==> src/rtl/rf_write_arbiter.sv <==
// Register-file write-port arbiter: in-order writeback has priority, and long-latency
// results wait in a small FIFO until a free cycle. Pending FIFO destinations are reported to the hazard unit.
module rf_write_arbiter #(
    parameter int unsigned DEPTH = 4,
    parameter int unsigned DW    = 32,
    parameter int unsigned AW    = 5
) (
    input  logic                       clk,
    input  logic                       rst,
    input  logic                       wb_en,
    input  logic [AW-1:0]              wb_dest,
    input  logic [DW-1:0]              wb_val,
    input  logic                       lu_valid,
    input  logic [AW-1:0]              lu_dest,
    input  logic [DW-1:0]              lu_val,
    output logic                       lu_ready,
    output logic                       rf_we,
    output logic [AW-1:0]              rf_dest,
    output logic [DW-1:0]              rf_val,
    input  logic [AW-1:0]              pend_src1,
    input  logic [AW-1:0]              pend_src2,
    output logic                       pend_hit1,
    output logic                       pend_hit2,
    output logic [$clog2(DEPTH+1)-1:0] fifo_count
);

    localparam int unsigned PW = (DEPTH > 1) ? $clog2(DEPTH) : 1;
    localparam int unsigned CW = $clog2(DEPTH + 1);

    typedef struct packed {
        logic          valid;
        logic [AW-1:0] dest;
        logic [DW-1:0] val;
    } entry_t;

    entry_t        entries_q [DEPTH];
    entry_t        entries_d [DEPTH];
    logic [PW-1:0] head_q, head_d;
    logic [PW-1:0] tail_q, tail_d;
    logic [CW-1:0] count_q, count_d;
    logic          rf_we_q, rf_we_d;
    logic [AW-1:0] rf_dest_q, rf_dest_d;
    logic [DW-1:0] rf_val_q, rf_val_d;

    logic wb_fire;
    logic push;
    logic pop;

    // Writes to r0 are architecturally void, so they never consume the port or a FIFO slot.
    assign wb_fire  = wb_en && (wb_dest != '0);
    assign lu_ready = !rst && (count_q < CW'(DEPTH));
    assign push     = lu_valid && lu_ready && (lu_dest != '0);
    assign pop      = !wb_fire && (count_q != '0);

    assign rf_we      = rf_we_q;
    assign rf_dest    = rf_dest_q;
    assign rf_val     = rf_val_q;
    assign fifo_count = count_q;

    // Next-state: port selection, WAW kill, push and pop.
    always_comb begin
        entries_d = entries_q;
        head_d    = head_q;
        tail_d    = tail_q;
        rf_we_d   = 1'b0;
        rf_dest_d = rf_dest_q;
        rf_val_d  = rf_val_q;

        if (wb_fire) begin
            rf_we_d   = 1'b1;
            rf_dest_d = wb_dest;
            rf_val_d  = wb_val;
            for (int unsigned i = 0; i < DEPTH; i++) begin
                if (entries_q[PW'(i)].dest == wb_dest) begin
                    entries_d[PW'(i)].valid = 1'b0;
                end
            end
        end else if (pop) begin
            rf_we_d                = entries_q[head_q].valid;
            rf_dest_d              = entries_q[head_q].dest;
            rf_val_d               = entries_q[head_q].val;
            entries_d[head_q].valid = 1'b0;
            head_d                 = head_q + PW'(1);
        end

        // A result for a register the pipeline writes this same cycle is already stale.
        if (push) begin
            entries_d[tail_q].valid = !(wb_fire && (lu_dest == wb_dest));
            entries_d[tail_q].dest  = lu_dest;
            entries_d[tail_q].val   = lu_val;
            tail_d                  = tail_q + PW'(1);
        end

        count_d = count_q + CW'(push) - CW'(pop);
    end

    // Hazard query: only live entries still in the FIFO count as pending.
    always_comb begin
        pend_hit1 = 1'b0;
        pend_hit2 = 1'b0;
        for (int unsigned i = 0; i < DEPTH; i++) begin
            if (entries_q[PW'(i)].valid && (entries_q[PW'(i)].dest == pend_src1)) begin
                pend_hit1 = 1'b1;
            end
            if (entries_q[PW'(i)].valid && (entries_q[PW'(i)].dest == pend_src2)) begin
                pend_hit2 = 1'b1;
            end
        end
        if (pend_src1 == '0) begin
            pend_hit1 = 1'b0;
        end
        if (pend_src2 == '0) begin
            pend_hit2 = 1'b0;
        end
    end

    always_ff @(posedge clk or posedge rst) begin
        if (rst) begin
            entries_q <= '{default: '0};
            head_q    <= '0;
            tail_q    <= '0;
            count_q   <= '0;
            rf_we_q   <= 1'b0;
            rf_dest_q <= '0;
            rf_val_q  <= '0;
        end else begin
            entries_q <= entries_d;
            head_q    <= head_d;
            tail_q    <= tail_d;
            count_q   <= count_d;
            rf_we_q   <= rf_we_d;
            rf_dest_q <= rf_dest_d;
            rf_val_q  <= rf_val_d;
        end
    end

endmodule

==> config.mk <==
export PLATFORM = sky130hd
export DESIGN_NAME = rf_write_arbiter
export DESIGN_NICKNAME = d
export VERILOG_FILES = /design/src/rtl/rf_write_arbiter.sv
export SDC_FILE = /design/constraint.sdc
export NUM_CORES = 1
export LEC_CHECK = 0
export BUFFER_PORTS_ARGS = -buffer_cell sky130_fd_sc_hd__buf_2
export CELL_PAD_IN_SITES_DETAIL_PLACEMENT = 0
export CELL_PAD_IN_SITES_GLOBAL_PLACEMENT = 1
export CORE_MARGIN = 4
export CORE_UTILIZATION = 43
export DETAILED_ROUTE_END_ITERATION = 6
export PLACE_DENSITY = 0.83
export SLEW_MARGIN = 20
export SYNTH_ARGS = -nofsm -noshare
export SYNTH_HDL_FRONTEND = slang
export SYNTH_SLANG_ARGS = --single-unit
==> constraint.sdc <==
create_clock -name clk -period 5.9 [get_ports clk]
set_clock_uncertainty 0.2 [all_clocks]
set_input_delay 0.295 -clock clk [delete_from_list [all_inputs] [get_ports clk]]
set_output_delay 0.295 -clock clk [all_outputs]
set_load 0.01 [all_outputs]
---- Word-level counts from Yosys, hierarchy flattened ----
Index checks and enable logic that the tools add are counted.
cells by class
  mux-type cells .......................... 45
  add/subtract/negate cells ............... 4
  reductions and logical operators ........ 26
  bitwise logic cells ..................... 3
  eq/ne operators ......................... 13
  magnitude comparators ................... 5
operator list
  kind                                                       number
  bitwise mux 152 bit                                        4
  demux 38 bit (select 2 bit)                                4
  2-to-1 mux 152 bit                                         2
  2-to-1 mux 37 bit                                          5
  2-to-1 mux 38 bit                                          4
  2-to-1 mux 32 bit                                          3
  binary-select mux 38 bit (select 2 bit)                    1
  == test 5 bit                                              13
  2-to-1 mux 1 bit                                           20
  logical AND 1 bit                                          16
  zero test 5 bit                                            2
  2-to-1 mux 5 bit                                           2
  nonzero test 5 bit                                         2
  greater-or-equal comparator 3 bit (second input constant)  2
  < comparator 3 x 1 -> 1 bit (second input constant)        2
  inverter 2 -> 3 bit                                        2
  adder 2 x 1 -> 2 bit (second input constant)               2
  adder 3 x 1 -> 3 bit                                       1
  zero test 1 bit                                            3
  < comparator 3 bit (second input constant)                 1
  nonzero test 3 bit                                         1
  subtractor 3 x 1 -> 3 bit                                  1
  AND reduction 2 bit                                        1
  nonzero test 2 bit                                         1
  inverter 1 bit                                             1
storage, ports and cells
  bits in registers ....................... 197
  output and inout port bits .............. 44

---- Depth between registers and ports, before layout ----
Gate-level depths: netlist of run 1.
  depth in word-level cells ............... 12
  mapped depth ............................ 13
  depth with buffers taken out ............ 11

---- Least setup slack after synthesis of run 1 ----
No wires, ideal clock.
  path type ............................... input port to flip-flop
  from .................................... input port wb_dest[2]
  to ...................................... register count_q[2] (netlist: fifo_count[2])
  arrival ................................. 2604 ps
  path slack .............................. 2970 ps
  data required time ...................... 5574 ps
  setup time .............................. 126 ps
  stages .................................. 13
  path through ............................ clkbuf_1 > or4_1 > o21ai_1 > buf_4 > nand2_1 > inv_1 > ha_1 > inv_1 > ha_1 > inv_1 > fa_1 > xnor2_1 > xnor2_1
on the way
  cells in the longest elaborated chain, start to end .. 5
ends and longest elaborated chain
  what                       line  source
  start, declared            11    input logic [AW-1:0] wb_dest,
  nonzero test 5 bit         50    assign wb_fire = wb_en && (wb_dest != '0);
  logical AND 1 bit          50
  zero test 1 bit            53    assign pop = !wb_fire && (count_q != '0);
  logical AND 1 bit          53
  subtractor 3 x 1 -> 3 bit  94    count_d = count_q + CW'(push) - CW'(pop);
  net count_d[2]             40    logic [CW-1:0] count_q, count_d;
  end signal, assigned       130   count_q <= count_d;
  end, declared              40
The timed path passes the listed nets, and every way through them passes these cells.
A chain may end at the register's enable or synchronous reset.

---- Worst setup path after layout of run 1 ----
  from .................................... input port lu_dest[1]
  to ...................................... register count_q[2] (netlist: fifo_count[2])
on the way
  cells in the longest elaborated chain, start to end .. 4
ends and longest elaborated chain
  what                       line  source
  start, declared            14    input logic [AW-1:0] lu_dest,
  nonzero test 5 bit         52    assign push = lu_valid && lu_ready && (lu_dest != '0);
  logical AND 1 bit          52
  adder 3 x 1 -> 3 bit       94
  subtractor 3 x 1 -> 3 bit  94
  net count_d[2]             40
The timed path passes the listed nets, and every way through them passes these cells.

==> out/qor.csv, run 1 <==
stage,metric,value,unit
setup_path,CP Class,in2reg,
cts,Post-CTS Setup Inserts,0,
logic_synthesis,Synth warnings,0,
logic_synthesis,post-synthesis adder-cell area fraction,0.01503,
place,DP Area,10380,um2
sta,Max Fclk,324.7,MHz
cts,cts bufs inserted,17,
sta,Final Hold Vio Count,0,
sta,Slew headroom,0.3496,
setup_path,Max stage delay on crit path,0.56,ns
sta,setup tns final,0,ns
power_and_ir_drop,Int Pwr,3.919,mW
logic_synthesis,Post-Syn Area,9656,um2
sta,# setup viols final,0,
floorplan,I/O pins,132,
floorplan,Rows,54,
setup_path,crit path cell chain,"dlygate4sd3_1, buf_2, or4_1, o211a_1, inv_1, ha_1, inv_1, ha_1, inv_1, fa_1, xnor2_1, xnor2_1",
routing,DRC,0,
worst_hold_path,worst hold path class,in2reg,
routing,DRT iter0 DRCs,284,
cts,H-tree Lvls,4,
place,placed insts,1060,
sta,RSZ-0062 raised after global routing,false,
sta,measured slew at the worst slew-check pin,0.9757,ns
setup_path,CP required,6.05,ns
cts,clk_lat worst skew,0.43,ns
grt,largest net degree at the start of global routing,138,
routing,drt via density,5.236,
layout,"most common cell after layout, fill and taps aside",dfrtp_1,
logic_synthesis,xor/xnor share of the synthesized area,0.06259,
sta,Slew Limit Fails,0,
logic_synthesis,simple-gate share of the synthesized area,0.04600,
floorplan,initial core utilization,0.4397,
cts,clock sinks,197,
power_and_ir_drop,maximum vdd drop,222.9,uV
logic_synthesis,Yosys cell types,33,
floorplan,Die Wd,157.9,um
logic_synthesis,syn_area_per_cell,13.83,um2
sta,hold slack,0.03203,ns
cts,Clk Tree Root Cell,clkbuf_16,
worst_hold_path,hold depth,2,
logic_synthesis,Mapped Cells,698,
grt,Total GRT Usage,0.1840,
logic_synthesis,largest family of logic cells by synthesized area,multiplexers,
layout,Area growth syn-to-layout,20.69,%
grt,first-pass GRT wire length,35400,um
logic_synthesis,Syn Nets,797,
cts,CTS Buffer Depth,2,
place,final RePlAce weighted congestion,0.8563,
power_and_ir_drop,total net switching power,1.945,mW
logic_synthesis,post-synthesis mux area share,0.2997,
power_and_ir_drop,Lkg Pwr,5.411,nW
routing,Avg WL per Cell,18.66,um
cts,Worst-path clk slew,0.07,ns
routing,Final Routed Wirelength,21700,um
layout,share of post-route cells with drive strength above 1,0.3810,
setup_path,FF-to-FF setup slack,3.22,ns
power_and_ir_drop,combinational power share,0.378,
logic_synthesis,Synth Area in Compound Gates,0.02721,
layout,most frequent cells in the layout,"195 x dfrtp_1, 131 x buf_2, 122 x mux2_2",
power_and_ir_drop,Sw Share,0.3317,
logic_synthesis,sequential area share after synthesis,0.5106,
layout,NumNets Final,968,
logic_synthesis,Synth Register Bits,197,
grt,total grt overflow,0,
floorplan,Die Footprint,24920,um2
routing,Post-DRT Antenna Nets,0,
cts,CTS tree,done,
routing,drt pass-1 iters,4,
setup_path,worst path arrival time,3.23,ns
setup_path,Worst Setup End Kind,flip-flop,
sta,Final period util,0.5219,
power_and_ir_drop,Clk network pwr share,0.193,
power_and_ir_drop,sequential share of power,0.429,
power_and_ir_drop,Design Power,5.864,mW
setup_path,crit-path max FO,8,
setup_path,Critical Path Source Type,primary input,
routing,via count,6090,
floorplan,Core ar.,21960,um2
layout,Non-Filler Instances,1163,
setup_path,Worst path most repeated cell,inv_1,
layout,cell area after layout,11650,um2
grt,vias in the first global route,6540,
job,MaxCap Viol Count,0,
status,status,finished clean,
floorplan,Die Y,157.9,um
grt,initial antenna violation count,1,
place,detailed placer's ending HPWL,13380,um
cts,CTS Hold Bufs,70,
cts,Post-CTS Resized,0,
place,PortBufs,131,
power_and_ir_drop,PwrDens,503.2,nW/um2
sta,Tmin final,3.079,ns
setup_path,worst reg2reg path depth,10,
setup_path,critical path's slowest cell,or4_1,
power groups by stage:
stage / logic, mW / registers [mW] / clock network, mW
after floorplan: 1.69 / 2.43 / 0
after global placement: 2.16 / 2.52 / 0
after detailed placement: 2.21 / 2.54 / 0
after CTS: 2.26 / 2.52 / 1.16
after global routing: 2.44 / 2.61 / 1.22
final: 2.22 / 2.51 / 1.13
per-layer routing:
metal | share of wire | global-route usage | routed length, um
met1 | 0.45 | 0.2431 | 9755
met2 | 0.50 | 0.3091 | 10740
met3 | 0.040 | 0.03773 | 866
met4 | 0.015 | 0.05408 | 331
met5 | 0 | 0 | 0
worst max-delay path, delay by kind of cell:
kind / cells / cell delay (ns)
AO/OA/AOI/OAI: 1 / 0.40
XOR/XNOR: 2 / 0.33
adder cells (fa/ha/maj): 3 / 0.75
buffers and inverters: 5 / 0.90
AND/OR/NAND/NOR: 1 / 0.56
cells by family (layout without fill, tap and decap cells):
family,Yosys count,count (layout)
AND/OR/NAND/NOR,87,87
buffers and inverters,64,248
other,0,1
flip-flops,197,197
adder cells (fa/ha/maj),11,11
multiplexers,223,223
XOR/XNOR,69,69
AO/OA/AOI/OAI,47,47
sequential cells by signal, summed over array words and instances (netlist names):
name / flops
entries_q: 152
fifo_count: 3
head_q: 2
rf_dest: 5
rf_val: 32
rf_we: 1
tail_q: 2
per-stage QoR:
| stage | utilization | worst slack (ns) |
|---|---|---|
| floorplan | - | 0.03605 |
| global placement | 0.4729 | 2.970 |
| detailed placement | 0.4729 | 2.931 |
| CTS | 0.5306 | 2.834 |
| global route | 0.5307 | 2.745 |
| finish | 0.5307 | 2.821 |
area by class of cell:
cell class	instances	area, um2
Sequential cell	197	4932
Clock buffer	21	450.4
Tap cell	280	350.3
Fill cell	1865	10300
Inverter	10	45.04
Multi-Input combinational cell	437	4363
Antenna cell	1	2.502
Clock inverter	11	116.4
Timing Repair Buffer	206	1394
cell usage after synthesis, drive strengths merged:
master,n,area [um2]
or4,4,30.03
o211a,1,10.01
o21a,3,22.52
dfrtp,197,4930
nand4,2,12.51
o22ai,4,31.28
nor4,13,81.33
a22o,1,8.760
nand3,22,115.1
buf,36,270.3
mux4,38,855.8
mux2i,36,360.4
xor2,42,367.9
nor2,36,135.1
mux2,149,1678
fa,1,20.02
clkbuf,18,67.56
or3,1,6.260
a21oi,35,175.2
xnor2,27,236.5
nand2,9,63.81
inv,10,37.54
o21ai,3,15.01
ha,10,125.1
final timing paths:
| check | startpoint | to |
|---|---|---|
| worst max register to register | fifo_count[2]$_DFF_PP0_ | fifo_count[2]$_DFF_PP0_ |
| worst max-delay path | lu_dest[1] | fifo_count[2]$_DFF_PP0_ |
| worst min-delay path | lu_dest[0] | entries_q[108]$_DFFE_PP0P_ |
| worst min register to register | entries_q[12]$_DFFE_PP0P_ | entries_q[12]$_DFFE_PP0P_ |
| min in group asynchronous | rst | fifo_count[1]$_DFF_PP0_ |
| max in group asynchronous | rst | entries_q[119]$_DFFE_PP0P_ |
No activity file was read; power rests on OpenSTA's default activity.
==> inputs of run 2 (changes only) <==
==> constraint.sdc (replaced) <==
create_clock -name clk -period 2.64 [get_ports clk]
set_clock_uncertainty 0.2 [all_clocks]
set_input_delay 0.132 -clock clk [delete_from_list [all_inputs] [get_ports clk]]
set_output_delay 0.132 -clock clk [all_outputs]
set_load 0.01 [all_outputs]
==> out/qor.csv, run 2 (synthesis results as in run 1) <==
stage,metric,value,unit,change
status,status,finished clean,,
setup_path,worst path arrival time,2.70,ns,-0.53 ns
worst_hold_path,worst hold path class,in2reg,,
setup_path,Critical Path Source Type,primary input,,
grt,Total GRT Usage,0.1900,,+0.005953
routing,DRC,0,,unchanged
sta,Max Fclk,386.5,MHz,
layout,"most common cell after layout, fill and taps aside",dfrtp_1,,
job,MaxCap Viol Count,0,,unchanged
grt,largest net degree at the start of global routing,85,,-38%
layout,final core utilization,0.5481,,+0.01744
routing,DRT iter0 DRCs,354,,+25%
cts,CTS tree,done,,
sta,hold slack,0.06159,ns,+0.02956 ns
floorplan,Rows,54,,unchanged
cts,Worst-path clk slew,0.07,ns,about the same
power_and_ir_drop,Lkg Pwr,5.596,nW,+3.4%
place,detailed placer's ending HPWL,14680,um,+9.7%
sta,Slew headroom,0.4772,,+0.1277
layout,Non-Filler Instances,1187,,+2.1%
setup_path,worst reg2reg path depth,10,,unchanged
setup_path,WP buf/inv,5,,unchanged
routing,Avg WL per Cell,18.94,um,+1.5%
layout,NumNets Final,993,,+2.6%
cts,CTS Buffer Depth,2,,unchanged
grt,vias in the first global route,6935,,+6.0%
setup_path,CP required,2.75,ns,-3.30 ns
worst_hold_path,hold depth,2,,unchanged
sta,Slew Limit Fails,0,,unchanged
layout,Area growth syn-to-layout,24.66,%,
grt,initial antenna violation count,1,,unchanged
power_and_ir_drop,PwrDens,1115,nW/um2,+120%
routing,Final Routed Wirelength,22480,um,+3.6%
floorplan,Die Wd,157.9,um,unchanged
cts,clock sinks,197,,unchanged
sta,Final period util,0.9800,,
floorplan,initial core utilization,0.4397,,unchanged
setup_path,CP Class,in2reg,,
sta,Tmin final,2.587,ns,
sta,measured slew at the worst slew-check pin,0.7841,ns,-0.1915 ns
cts,H-tree Lvls,4,,unchanged
cts,clk_lat worst skew,0.43,ns,about the same
floorplan,I/O pins,132,,unchanged
cts,cts bufs inserted,17,,unchanged
layout,Filler cells,1812,,-2.8%
routing,Post-DRT Antenna Nets,0,,unchanged
layout,Largest Register,entries_q,,
place,PortBufs,131,,unchanged
setup_path,CP Depth,13,,+1
sta,setup tns final,0,ns,unchanged
sta,Final Hold Vio Count,0,,unchanged
routing,drt pass-1 iters,4,,unchanged
layout,most frequent cells in the layout,"195 x dfrtp_1, 128 x buf_2, 122 x mux2_2",,
floorplan,Core ar.,21960,um2,unchanged
layout,max reg flops,152,,unchanged
setup_path,Max stage delay on crit path,0.54,ns,-0.02 ns
cts,Clk Tree Root Cell,clkbuf_16,,
power_and_ir_drop,Design Power,13.42,mW,+130%
place,final RePlAce weighted congestion,0.8709,,+1.7%
cts,Post-CTS Setup Inserts,0,,unchanged
setup_path,crit-path leading delay family,buffers and inverters,,
setup_path,Worst Setup End Kind,flip-flop,,
grt,first-pass GRT wire length,36980,um,+4.5%
setup_path,crit path cell chain,"dlygate4sd3_1, buf_2, or4_4, o21ai_4, nand2_2, inv_2, ha_1, inv_1, ha_1, inv_1, fa_2, xnor2_2, xnor2_1",,
setup_path,critical path's slowest cell,dlygate4sd3_1,,
layout,share of post-route cells with drive strength above 1,0.3996,,+0.01861
routing,drt via density,5.305,,+1.3%
floorplan,Die Footprint,24920,um2,unchanged
setup_path,crit-path max FO,2,,-6
grt,total grt overflow,0,,unchanged
routing,via count,6297,,+3.4%
place,placed insts,1081,,+2.0%
floorplan,Die Y,157.9,um,unchanged
sta,# setup viols final,0,,unchanged
power_and_ir_drop,maximum vdd drop,504.3,uV,+130%
## run 2: layout make-up
| type | count | area, um2 | share of cell area |
|---|---|---|---|
| Timing Repair Buffer | 231 | 1725 | 0.1433 |
| Clock inverter | 14 | 176.4 | 0.01466 |
| Tap cell | 280 | 350.3 | 0.02911 |
| Sequential cell | 197 | 4932 | 0.4098 |
| Inverter | 10 | 41.29 | 0.003430 |
| Clock buffer | 17 | 425.4 | 0.03534 |
| Multi-Input combinational cell | 437 | 4383 | 0.3641 |
| Antenna cell | 1 | 2.502 | 0.0002079 |
## run 2: routing by layer
layer,track usage,vias to the layer above,routed length [um]
met2,0.3176,140,11160
li1,-,2901,-
met4,0.06268,0,480
met1,0.2517,3224,9968
met5,0,-,0
met3,0.03499,32,873
## run 2: final timing paths
kind / startpoint / to / slack (ns)
worst max-delay path: wb_dest[3] / fifo_count[2]$_DFF_PP0_ / 0.05
worst min-delay path: lu_dest[3] / entries_q[35]$_DFFE_PP0P_ / 0.06
worst max register to register: fifo_count[2]$_DFF_PP0_ / fifo_count[2]$_DFF_PP0_ / 0.16
worst min register to register: entries_q[80]$_DFFE_PP0P_ / entries_q[80]$_DFFE_PP0P_ / 0.29
max in group asynchronous: rst / entries_q[46]$_DFFE_PP0P_ / 1.31
min in group asynchronous: rst / rf_dest[0]$_DFFE_PP0P_ / 0.19
## run 2: timing repair
item / in CTS / in global routing
endpoints found under the hold margin: 212 / 0
resized for setup: 0 / 4
setup endpoints to repair: 0 / 6
hold buffers: 77 / 0
## run 2: where the power goes
part | internal [mW] | total, mW | leakage, nW | switching (mW)
logic | 3.00 | 5.17 | 2.92 | 2.17
registers | 4.51 | 5.59 | 2.39 | 1.08
clock network | 1.50 | 2.66 | 0.284 | 1.16
## run 2: through the flow
step	setup slack, ns	cell area [um2]
3_5_place_dp	0.1283	10660
6_report	0.05277	12040
5_1_grt	-0.01480	12040
2_1_floorplan	-0.2384	9687
3_3_place_gp	0.1304	10660
4_1_cts	0.01870	12030
